File: config.mk
export PLATFORM = sky130hd
export DESIGN_NAME = pll_drp_ctrl_flat
export DESIGN_NICKNAME = d
export VERILOG_FILES = /design/src/rtl/pll_drp_pkg.sv /design/src/rtl/pll_drp_ctrl_if.sv /design/src/rtl/pll_lock_sync.sv /design/src/rtl/pll_drp_ctrl.sv /design/src/flat_wrapper.sv
export SDC_FILE = /design/constraint.sdc
export NUM_CORES = 1
export LEC_CHECK = 0
export ABC_AREA = 1
export BUFFER_PORTS_ARGS = -buffer_cell sky130_fd_sc_hd__buf_2
export CAP_MARGIN = 20
export CELL_PAD_IN_SITES_DETAIL_PLACEMENT = 0
export CELL_PAD_IN_SITES_GLOBAL_PLACEMENT = 1
export CORE_ASPECT_RATIO = 1.1
export CORE_MARGIN = 2
export CORE_UTILIZATION = 42
export DETAILED_ROUTE_END_ITERATION = 8
export GPL_TIMING_DRIVEN = 1
export PLACE_DENSITY_LB_ADDON = 0.1
export SKIP_CTS_REPAIR_TIMING = 1
export SYNTH_ARGS = -nofsm -noshare
export SYNTH_HDL_FRONTEND = slang
export SYNTH_SLANG_ARGS = --single-unit
File: constraint.sdc
create_clock -name clk -period 1.9 [get_ports clk]
set_input_delay 0.57 -clock clk [delete_from_list [all_inputs] [get_ports clk]]
set_output_delay 0.57 -clock clk [all_outputs]
set_load 0.05 [all_outputs]
File: src/rtl/pll_drp_pkg.sv
// Shared constants for the PLL dynamic-reconfiguration controller:
// MD opcodes, response codes, FSM state encodings and register-count helper.
package pll_drp_pkg;

    localparam logic [1:0] MD_NOP = 2'b00;
    localparam logic [1:0] MD_WR  = 2'b01;
    localparam logic [1:0] MD_RD  = 2'b10;
    localparam logic [1:0] MD_LDA = 2'b11;

    localparam logic [1:0] ERR_OK  = 2'b00;
    localparam logic [1:0] ERR_CMD = 2'b01;
    localparam logic [1:0] ERR_TMO = 2'b10;
    localparam logic [1:0] ERR_VFY = 2'b11;

    typedef logic [3:0] state_t;

    localparam state_t S_IDLE  = 4'd0;
    localparam state_t S_CHK   = 4'd1;
    localparam state_t S_ADDR  = 4'd2;
    localparam state_t S_WR    = 4'd3;
    localparam state_t S_VADDR = 4'd4;
    localparam state_t S_VRD   = 4'd5;
    localparam state_t S_RST   = 4'd6;
    localparam state_t S_WLOCK = 4'd7;
    localparam state_t S_RESP  = 4'd8;

    // Number of 8-bit MD registers needed to hold one divider value.
    function automatic int calc_nb(input int div_w);
        return (div_w + 7) / 8;
    endfunction

endpackage

File: src/rtl/pll_drp_ctrl_if.sv
// Command/response handshake between the clock-management CSR logic (master)
// and the PLL reconfiguration controller (slave).
interface pll_drp_ctrl_if #(
    parameter int NUM_CH = 4,
    parameter int DIV_W  = 8
);
    localparam int CH_W = (NUM_CH > 1) ? $clog2(NUM_CH) : 1;

    logic             cmd_valid;
    logic             cmd_ready;
    logic [CH_W-1:0]  cmd_ch;
    logic [DIV_W-1:0] cmd_div;
    logic             resp_valid;
    logic [1:0]       resp_err;

    modport master (
        output cmd_valid, cmd_ch, cmd_div,
        input  cmd_ready, resp_valid, resp_err
    );

    modport slave (
        input  cmd_valid, cmd_ch, cmd_div,
        output cmd_ready, resp_valid, resp_err
    );
endinterface

File: src/rtl/pll_lock_sync.sv
// Two-flop synchroniser bringing the raw asynchronous PLL lock into clk.
module pll_lock_sync (
    input  logic clk,
    input  logic rst_n,
    input  logic d,
    output logic q
);
    logic meta;

    always_ff @(posedge clk or negedge rst_n) begin
        if (!rst_n) begin
            meta <= 1'b0;
            q    <= 1'b0;
        end else begin
            meta <= d;
            q    <= meta;
        end
    end
endmodule

File: src/rtl/pll_drp_ctrl.sv
// PLL runtime reconfiguration controller: writes per-channel dividers over the
// MD port, pulses PLL reset and waits for lock. Read-back verify: PLL_DRP_VERIFY_EN.
module pll_drp_ctrl
    import pll_drp_pkg::*;
#(
    parameter int         NUM_CH       = 4,
    parameter int         DIV_W        = 8,
    parameter logic [7:0] BASE_ADDR    = 8'h10,
    parameter int         RST_HOLD_CYC = 16,
    parameter int         LOCK_TIMEOUT = 65535
) (
    input  logic           clk,
    input  logic           rst_n,
    pll_drp_ctrl_if.slave  cmd,
    output logic           locked,
    output logic           lock_lost,
    output logic [1:0]     md_opc,
    output logic           md_ainc,
    output logic [7:0]     md_wdata,
    input  logic [7:0]     md_rdata,
    output logic           pll_rst,
    input  logic           pll_lock
);
    localparam int NB   = calc_nb(DIV_W);
    localparam int CH_W = (NUM_CH > 1) ? $clog2(NUM_CH) : 1;

    state_t           state;
    logic [CH_W-1:0]  ch_q;
    logic [DIV_W-1:0] div_q;
    logic [31:0]      cnt;
    logic [1:0]       err_q;
    logic             locked_q;
    logic             accept;
    logic [7:0]       ch_addr;

    // Byte k of the divider, LSB first, upper bits of the last byte zero.
    function automatic logic [7:0] div_byte(input logic [DIV_W-1:0] div, input logic [31:0] k);
        logic [NB*8-1:0] padded;
        padded            = '0;
        padded[DIV_W-1:0] = div;
        return padded[k*8 +: 8];
    endfunction

    pll_lock_sync u_sync (
        .clk   (clk),
        .rst_n (rst_n),
        .d     (pll_lock),
        .q     (locked)
    );

    assign accept         = cmd.cmd_valid && cmd.cmd_ready;
    assign cmd.cmd_ready  = (state == S_IDLE);
    assign cmd.resp_valid = (state == S_RESP);
    assign cmd.resp_err   = err_q;
    assign pll_rst        = (state == S_RST);
    assign ch_addr        = 8'(32'(BASE_ADDR) + 32'(ch_q) * 32'(NB));

`ifdef PLL_DRP_VERIFY_EN
    logic vfy_bad;
    logic vfy_hit;
    // Read data lags the read opcode by one cycle, so cycle k checks byte k-1.
    assign vfy_hit = (state == S_VRD) && (cnt != 32'd0) && (md_rdata != div_byte(div_q, cnt - 32'd1));
`else
    logic unused_rdata;
    assign unused_rdata = ^md_rdata;
`endif

    always_comb begin
        md_opc   = MD_NOP;
        md_ainc  = 1'b0;
        md_wdata = 8'h00;
        case (state)
            S_ADDR: begin
                md_opc   = MD_LDA;
                md_wdata = ch_addr;
            end
            S_WR: begin
                md_opc   = MD_WR;
                md_ainc  = 1'b1;
                md_wdata = div_byte(div_q, cnt);
            end
`ifdef PLL_DRP_VERIFY_EN
            S_VADDR: begin
                md_opc   = MD_LDA;
                md_wdata = ch_addr;
            end
            S_VRD: begin
                if (cnt < 32'(NB)) begin
                    md_opc  = MD_RD;
                    md_ainc = 1'b1;
                end
            end
`endif
            default: ;
        endcase
    end

    always_ff @(posedge clk) begin
        if (accept) begin
            ch_q  <= cmd.cmd_ch;
            div_q <= cmd.cmd_div;
        end
    end

    always_ff @(posedge clk or negedge rst_n) begin
        if (!rst_n) begin
            state     <= S_IDLE;
            cnt       <= '0;
            err_q     <= ERR_OK;
            lock_lost <= 1'b0;
            locked_q  <= 1'b0;
`ifdef PLL_DRP_VERIFY_EN
            vfy_bad   <= 1'b0;
`endif
        end else begin
            locked_q <= locked;
            if (accept)
                lock_lost <= 1'b0;
            else if (state == S_IDLE && locked_q && !locked)
                lock_lost <= 1'b1;

            case (state)
                S_IDLE: if (accept) state <= S_CHK;
                S_CHK: begin
                    cnt <= '0;
                    if (32'(ch_q) >= 32'(NUM_CH) || div_q == '0) begin
                        err_q <= ERR_CMD;
                        state <= S_RESP;
                    end else begin
                        state <= S_ADDR;
                    end
                end
                S_ADDR: begin
                    cnt   <= '0;
                    state <= S_WR;
                end
                S_WR: begin
                    if (cnt == 32'(NB - 1)) begin
                        cnt <= '0;
`ifdef PLL_DRP_VERIFY_EN
                        state <= S_VADDR;
`else
                        state <= S_RST;
`endif
                    end else begin
                        cnt <= cnt + 32'd1;
                    end
                end
`ifdef PLL_DRP_VERIFY_EN
                S_VADDR: begin
                    cnt     <= '0;
                    vfy_bad <= 1'b0;
                    state   <= S_VRD;
                end
                S_VRD: begin
                    if (vfy_hit) vfy_bad <= 1'b1;
                    if (cnt == 32'(NB)) begin
                        cnt <= '0;
                        if (vfy_bad || vfy_hit) begin
                            err_q <= ERR_VFY;
                            state <= S_RESP;
                        end else begin
                            state <= S_RST;
                        end
                    end else begin
                        cnt <= cnt + 32'd1;
                    end
                end
`endif
                S_RST: begin
                    if (cnt == 32'(RST_HOLD_CYC - 1)) begin
                        cnt   <= '0;
                        state <= S_WLOCK;
                    end else begin
                        cnt <= cnt + 32'd1;
                    end
                end
                S_WLOCK: begin
                    // The first two cycles may still show a pre-reset lock.
                    if (locked && cnt >= 32'd2) begin
                        err_q <= ERR_OK;
                        state <= S_RESP;
                    end else if (cnt == 32'(LOCK_TIMEOUT - 1)) begin
                        err_q <= ERR_TMO;
                        state <= S_RESP;
                    end else begin
                        cnt <= cnt + 32'd1;
                    end
                end
                S_RESP:  state <= S_IDLE;
                default: state <= S_IDLE;
            endcase
        end
    end
endmodule

File: src/flat_wrapper.sv
// flat-port wrapper written by rule: the top's interface ports become plain ports
module pll_drp_ctrl_flat import pll_drp_pkg::*;
#(
    parameter int         NUM_CH       = 4,
    parameter int         DIV_W        = 8,
    parameter logic [7:0] BASE_ADDR    = 8'h10,
    parameter int         RST_HOLD_CYC = 16,
    parameter int         LOCK_TIMEOUT = 65535
)
  (clk, rst_n, locked, lock_lost, md_opc, md_ainc, md_wdata, md_rdata, pll_rst, pll_lock, cmd_cmd_valid, cmd_cmd_ch, cmd_cmd_div, cmd_cmd_ready, cmd_resp_valid, cmd_resp_err);
  pll_drp_ctrl_if #(.NUM_CH(NUM_CH), .DIV_W(DIV_W)) cmd_i ();
  input  logic clk;
  input  logic rst_n;
  output logic locked;
  output logic lock_lost;
  output logic [1:0] md_opc;
  output logic md_ainc;
  output logic [7:0] md_wdata;
  input  logic [7:0] md_rdata;
  output logic pll_rst;
  input  logic pll_lock;
  input wire logic [$bits(cmd_i.cmd_valid)-1:0] cmd_cmd_valid;
  input wire logic [$bits(cmd_i.cmd_ch)-1:0] cmd_cmd_ch;
  input wire logic [$bits(cmd_i.cmd_div)-1:0] cmd_cmd_div;
  output wire logic [$bits(cmd_i.cmd_ready)-1:0] cmd_cmd_ready;
  output wire logic [$bits(cmd_i.resp_valid)-1:0] cmd_resp_valid;
  output wire logic [$bits(cmd_i.resp_err)-1:0] cmd_resp_err;
  assign cmd_i.cmd_valid = cmd_cmd_valid;
  assign cmd_i.cmd_ch = cmd_cmd_ch;
  assign cmd_i.cmd_div = cmd_cmd_div;
  assign cmd_cmd_ready = cmd_i.cmd_ready;
  assign cmd_resp_valid = cmd_i.resp_valid;
  assign cmd_resp_err = cmd_i.resp_err;
  pll_drp_ctrl #(.NUM_CH(NUM_CH), .DIV_W(DIV_W), .BASE_ADDR(BASE_ADDR), .RST_HOLD_CYC(RST_HOLD_CYC), .LOCK_TIMEOUT(LOCK_TIMEOUT)) u_core (.clk(clk), .rst_n(rst_n), .cmd(cmd_i), .locked(locked), .lock_lost(lock_lost), .md_opc(md_opc), .md_ainc(md_ainc), .md_wdata(md_wdata), .md_rdata(md_rdata), .pll_rst(pll_rst), .pll_lock(pll_lock));
endmodule
==> flow_summary.yaml <==
die:
  start_util_pct: 43.0
  die_x_um: 89.3
  pin_count: 40
  die_y_um: 97.9
  rows: 34
  core_um2: 7830
  die-area_um2: 8740
critical_path:
  r2r_cells: 13
  worst_setup_path_end_kind: "output pin"
  arrival_ns: 1.71
  timing.rr.start: "u_core.cnt[1]$_DFFE_PN0P_"
  reg2reg_slack_ns: -0.05
  r2r_end: "u_core.cnt[29]$_DFFE_PN0P_"
  path_cells: "inv_2, nand2_4, nor3_4, nand3_4, o21ai_4, buf_6"
  startpoint_type: "flop"
  critical_path_required_ns: 1.33
  cp_max_fo: 8
  cpMaxStageDelayCell: "dfrtp_1"
  crit_type: "flop to output pin"
  slowest_delay_ns: 0.41
power_and_ir_drop:
  p_sw_uw: 2730
  vdd_ir_drop_max_v: 0.000434
  pwr-share-clk_pct: 13.6
  intPower_uw: 3180
  leakage_uw: 0.00251
  pwr-share-comb_pct: 63.5
  swShare_pct: 46.2
  pwr-share-seq_pct: 23.0
  p_per_area_nw_per_um2: 1220
cts:
  cts_tree: "yes"
  cts_num_sinks: 52
  cts_buffers: 5
  cts-root-buf: "clkbuf_8"
  htreeDepth: 2
  worstSkewPairLatency_ns: 0.31
  clk_path_buf_depth: 2
  path_clk_slew_ns: 0.10
global_routing:
  grt_pass1_vias: 3182
  grt_pass1_wl_mm: 14.6
  grt_overflow: 0
  grt_usage_pct: 21.5
  grt_max_degree: 28
  antenna_found_initial: 0
yosys:
  postSynthAreaPerCell_um2: 7.19
  yosysTopAreaCell: "dfrtp_1"
  ys_seq_area_share_pct: 40.2
  ys_warn_count: 0
  syn_area_um2: 3360
  synthMuxAreaShare_pct: 0
  synthesis.nets: 493
  syn_inst: 468
  synth.distinct_cells: 33
  synth_adder_area_share_pct: 1.12
  synth-xor-area-share_pct: 5.21
  ys_seq_elements: 52
  synth_top_family_by_area: "simple AND/OR/NAND/NOR gates"
  synth_compound_area_share_pct: 3.53
  netlist_top_cells_area: "dfrtp_1, nand2_1, edfxtp_1"
  yosys.area_share.simple_pct: 41.3
  synth_top_area_share_pct: 31.3
detailed_routing:
  vias: 3272
  ant_nets: 0
  drtIter0Drc: 127
  post_drt_wl_per_cell_um: 14.4
  drc_errors: 0
  vias_per_cell: 4.87
  drt_first_pass_iters: 4
  wirelength_mm: 9.66
timing:
  hold_viol: 0
  grt_setup_unrepaired: "yes"
  worst_slack_ns: -0.382
  setup_viol: 39
  relSlewSlack_pct: 63.9
  tightest_slew_ns: 0.541
  final.period_utilization_pct: 120
  setup_tns_ns: -3.86
  drv_slew: 0
  finalCriticalPeriod_ns: 2.28
  fin_skew_ns: 0.00552
  fmax_ghz: 0.438
flow_run:
  maxCapViolations: 0
place:
  gp_congestion: 0.869
  hpwl_mm: 6.78
  dp.cells: 651
  place_ws_ns: -0.196
  numPortBuffers: 31
layout:
  diodes: 0
  drive_gt1_share_pct: 38.8
  instances_no_fill: 672
  syn_to_final_growth_pct: 44.0
  nFillCells: 730
  fin_nets: 588
run_status:
  violations: "setup timing"
  outcome: "finished, violations left"
min_path:
  hp-class: "input port to async pin"
layout by cell type (no fill, tap or decap), types with 2 or more instances in the layout:
cell         n
buf_4       56
buf_6       12
o21ai_4      3
dfrtp_1     36
nand2_1    116
nor2_1      55
o21ai_1      2
ha_4         2
nor2_2       9
inv_2       11
xnor2_1     11
or2_2        2
nor3_4       3
nand2_4     21
a31oi_1      4
clkbuf_16    3
nor2_4       9
a21oi_1      6
buf_8        7
nand2_8      3
buf_2       17
buf_12       3
nand4_1     16
nand3_4      3
nand3b_1     2
nor3_1       8
xor2_1       9
nand2_2     39
nand3_1     23
inv_1       41
edfxtp_1    10
clkbuf_8     5
dfrtp_2      6
o211ai_1     2
stage by stage:
step	hold slack, ns	area [um^2]	total power (uW)	utilization (%)
after floorplan	0.274	3460	3190	-
after global placement	0.333	4110	3880	52.5
after detailed placement	0.337	4110	3920	52.5
after CTS	0.185	4220	4710	53.9
after global routing	0.191	4840	6200	61.9
final	0.171	4840	5910	61.9
area by class of cell:
type,count,area [um^2],share of cell area (%)
multi-input combinational,354,2160,44.7
sequential,52,1360,28.0
timing repair buffer,98,881,18.2
inverter,52,195,4.03
tap,108,135,2.79
clock buffer,5,68.8,1.42
clock inverter,3,42.5,0.878
power by group through the flow:
stage                     clock network [uW]  logic, uW  registers (uW)
after floorplan                            0       1750            1440
after global placement                     0       2520            1360
after detailed placement                   0       2550            1370
after CTS                                810       2550            1350
after global routing                     860       3970            1370
final                                    802       3750            1360
kinds of logic (layout without fill, tap and decap cells):
logic type               count (synthesis)  after routing
AO/OA/AOI/OAI                           19             19
XOR/XNOR                                20             20
buffers and inverters                   63            158
flip-flops                              52             52
AND/OR/NAND/NOR                        311            312
adder cells (fa/ha/maj)                  3              3
cells in the mapped netlist (all sizes together):
| master | number |
|---|---|
| nand2 | 178 |
| nor2 | 74 |
| inv | 52 |
| dfrtp | 42 |
| nand3 | 26 |
| nand4 | 16 |
| buf | 11 |
| nor3 | 11 |
| xnor2 | 11 |
| edfxtp | 10 |
| xor2 | 9 |
| a21oi | 6 |
| o21ai | 6 |
| a31oi | 4 |
| ha | 3 |
| nand3b | 2 |
| o211ai | 2 |
| or2 | 2 |
| nor3b | 1 |
| nor4 | 1 |
| o21bai | 1 |
metal layers:
| layer | wire, um | GRT usage, % |
|---|---|---|
| met5 | 0 | 0 |
| met4 | 302 | 7.00 |
| met3 | 303 | 2.70 |
| met2 | 5320 | 40.7 |
| met1 | 3740 | 24.1 |
how the worst max path moves through the flow:
stage	start	endpoint	slack, ns
after floorplan	u_core.state[3]$_DFFE_PN0P_	md_wdata[0]	-0.56
after global placement	u_core.state[3]$_DFFE_PN0P_	md_wdata[0]	-0.14
after detailed placement	u_core.state[3]$_DFFE_PN0P_	md_wdata[0]	-0.20
after CTS	u_core.state[3]$_DFFE_PN0P_	md_wdata[0]	-0.55
after global routing	u_core.state[3]$_DFFE_PN0P_	md_wdata[0]	-0.44
final	u_core.state[3]$_DFFE_PN0P_	md_wdata[0]	-0.38
critical path: cells and delay by family (launching register included):
kind | cells | cell delay [ns]
AND/OR/NAND/NOR | 3 | 0.53
flip-flops | 1 | 0.41
buffers and inverters | 2 | 0.25
AO/OA/AOI/OAI | 1 | 0.20
state kept, by name, summed over array words and instances, names as in the netlist:
name                 cells
u_core.state             4
u_core.div_q             8
u_core.cmd.resp_err      2
u_core.u_sync.q          1
u_core.u_sync.meta       1
u_core.ch_q              2
u_core.lock_lost         1
u_core.cnt              32
u_core.locked_q          1
Power figures use the tool's default switching activity.
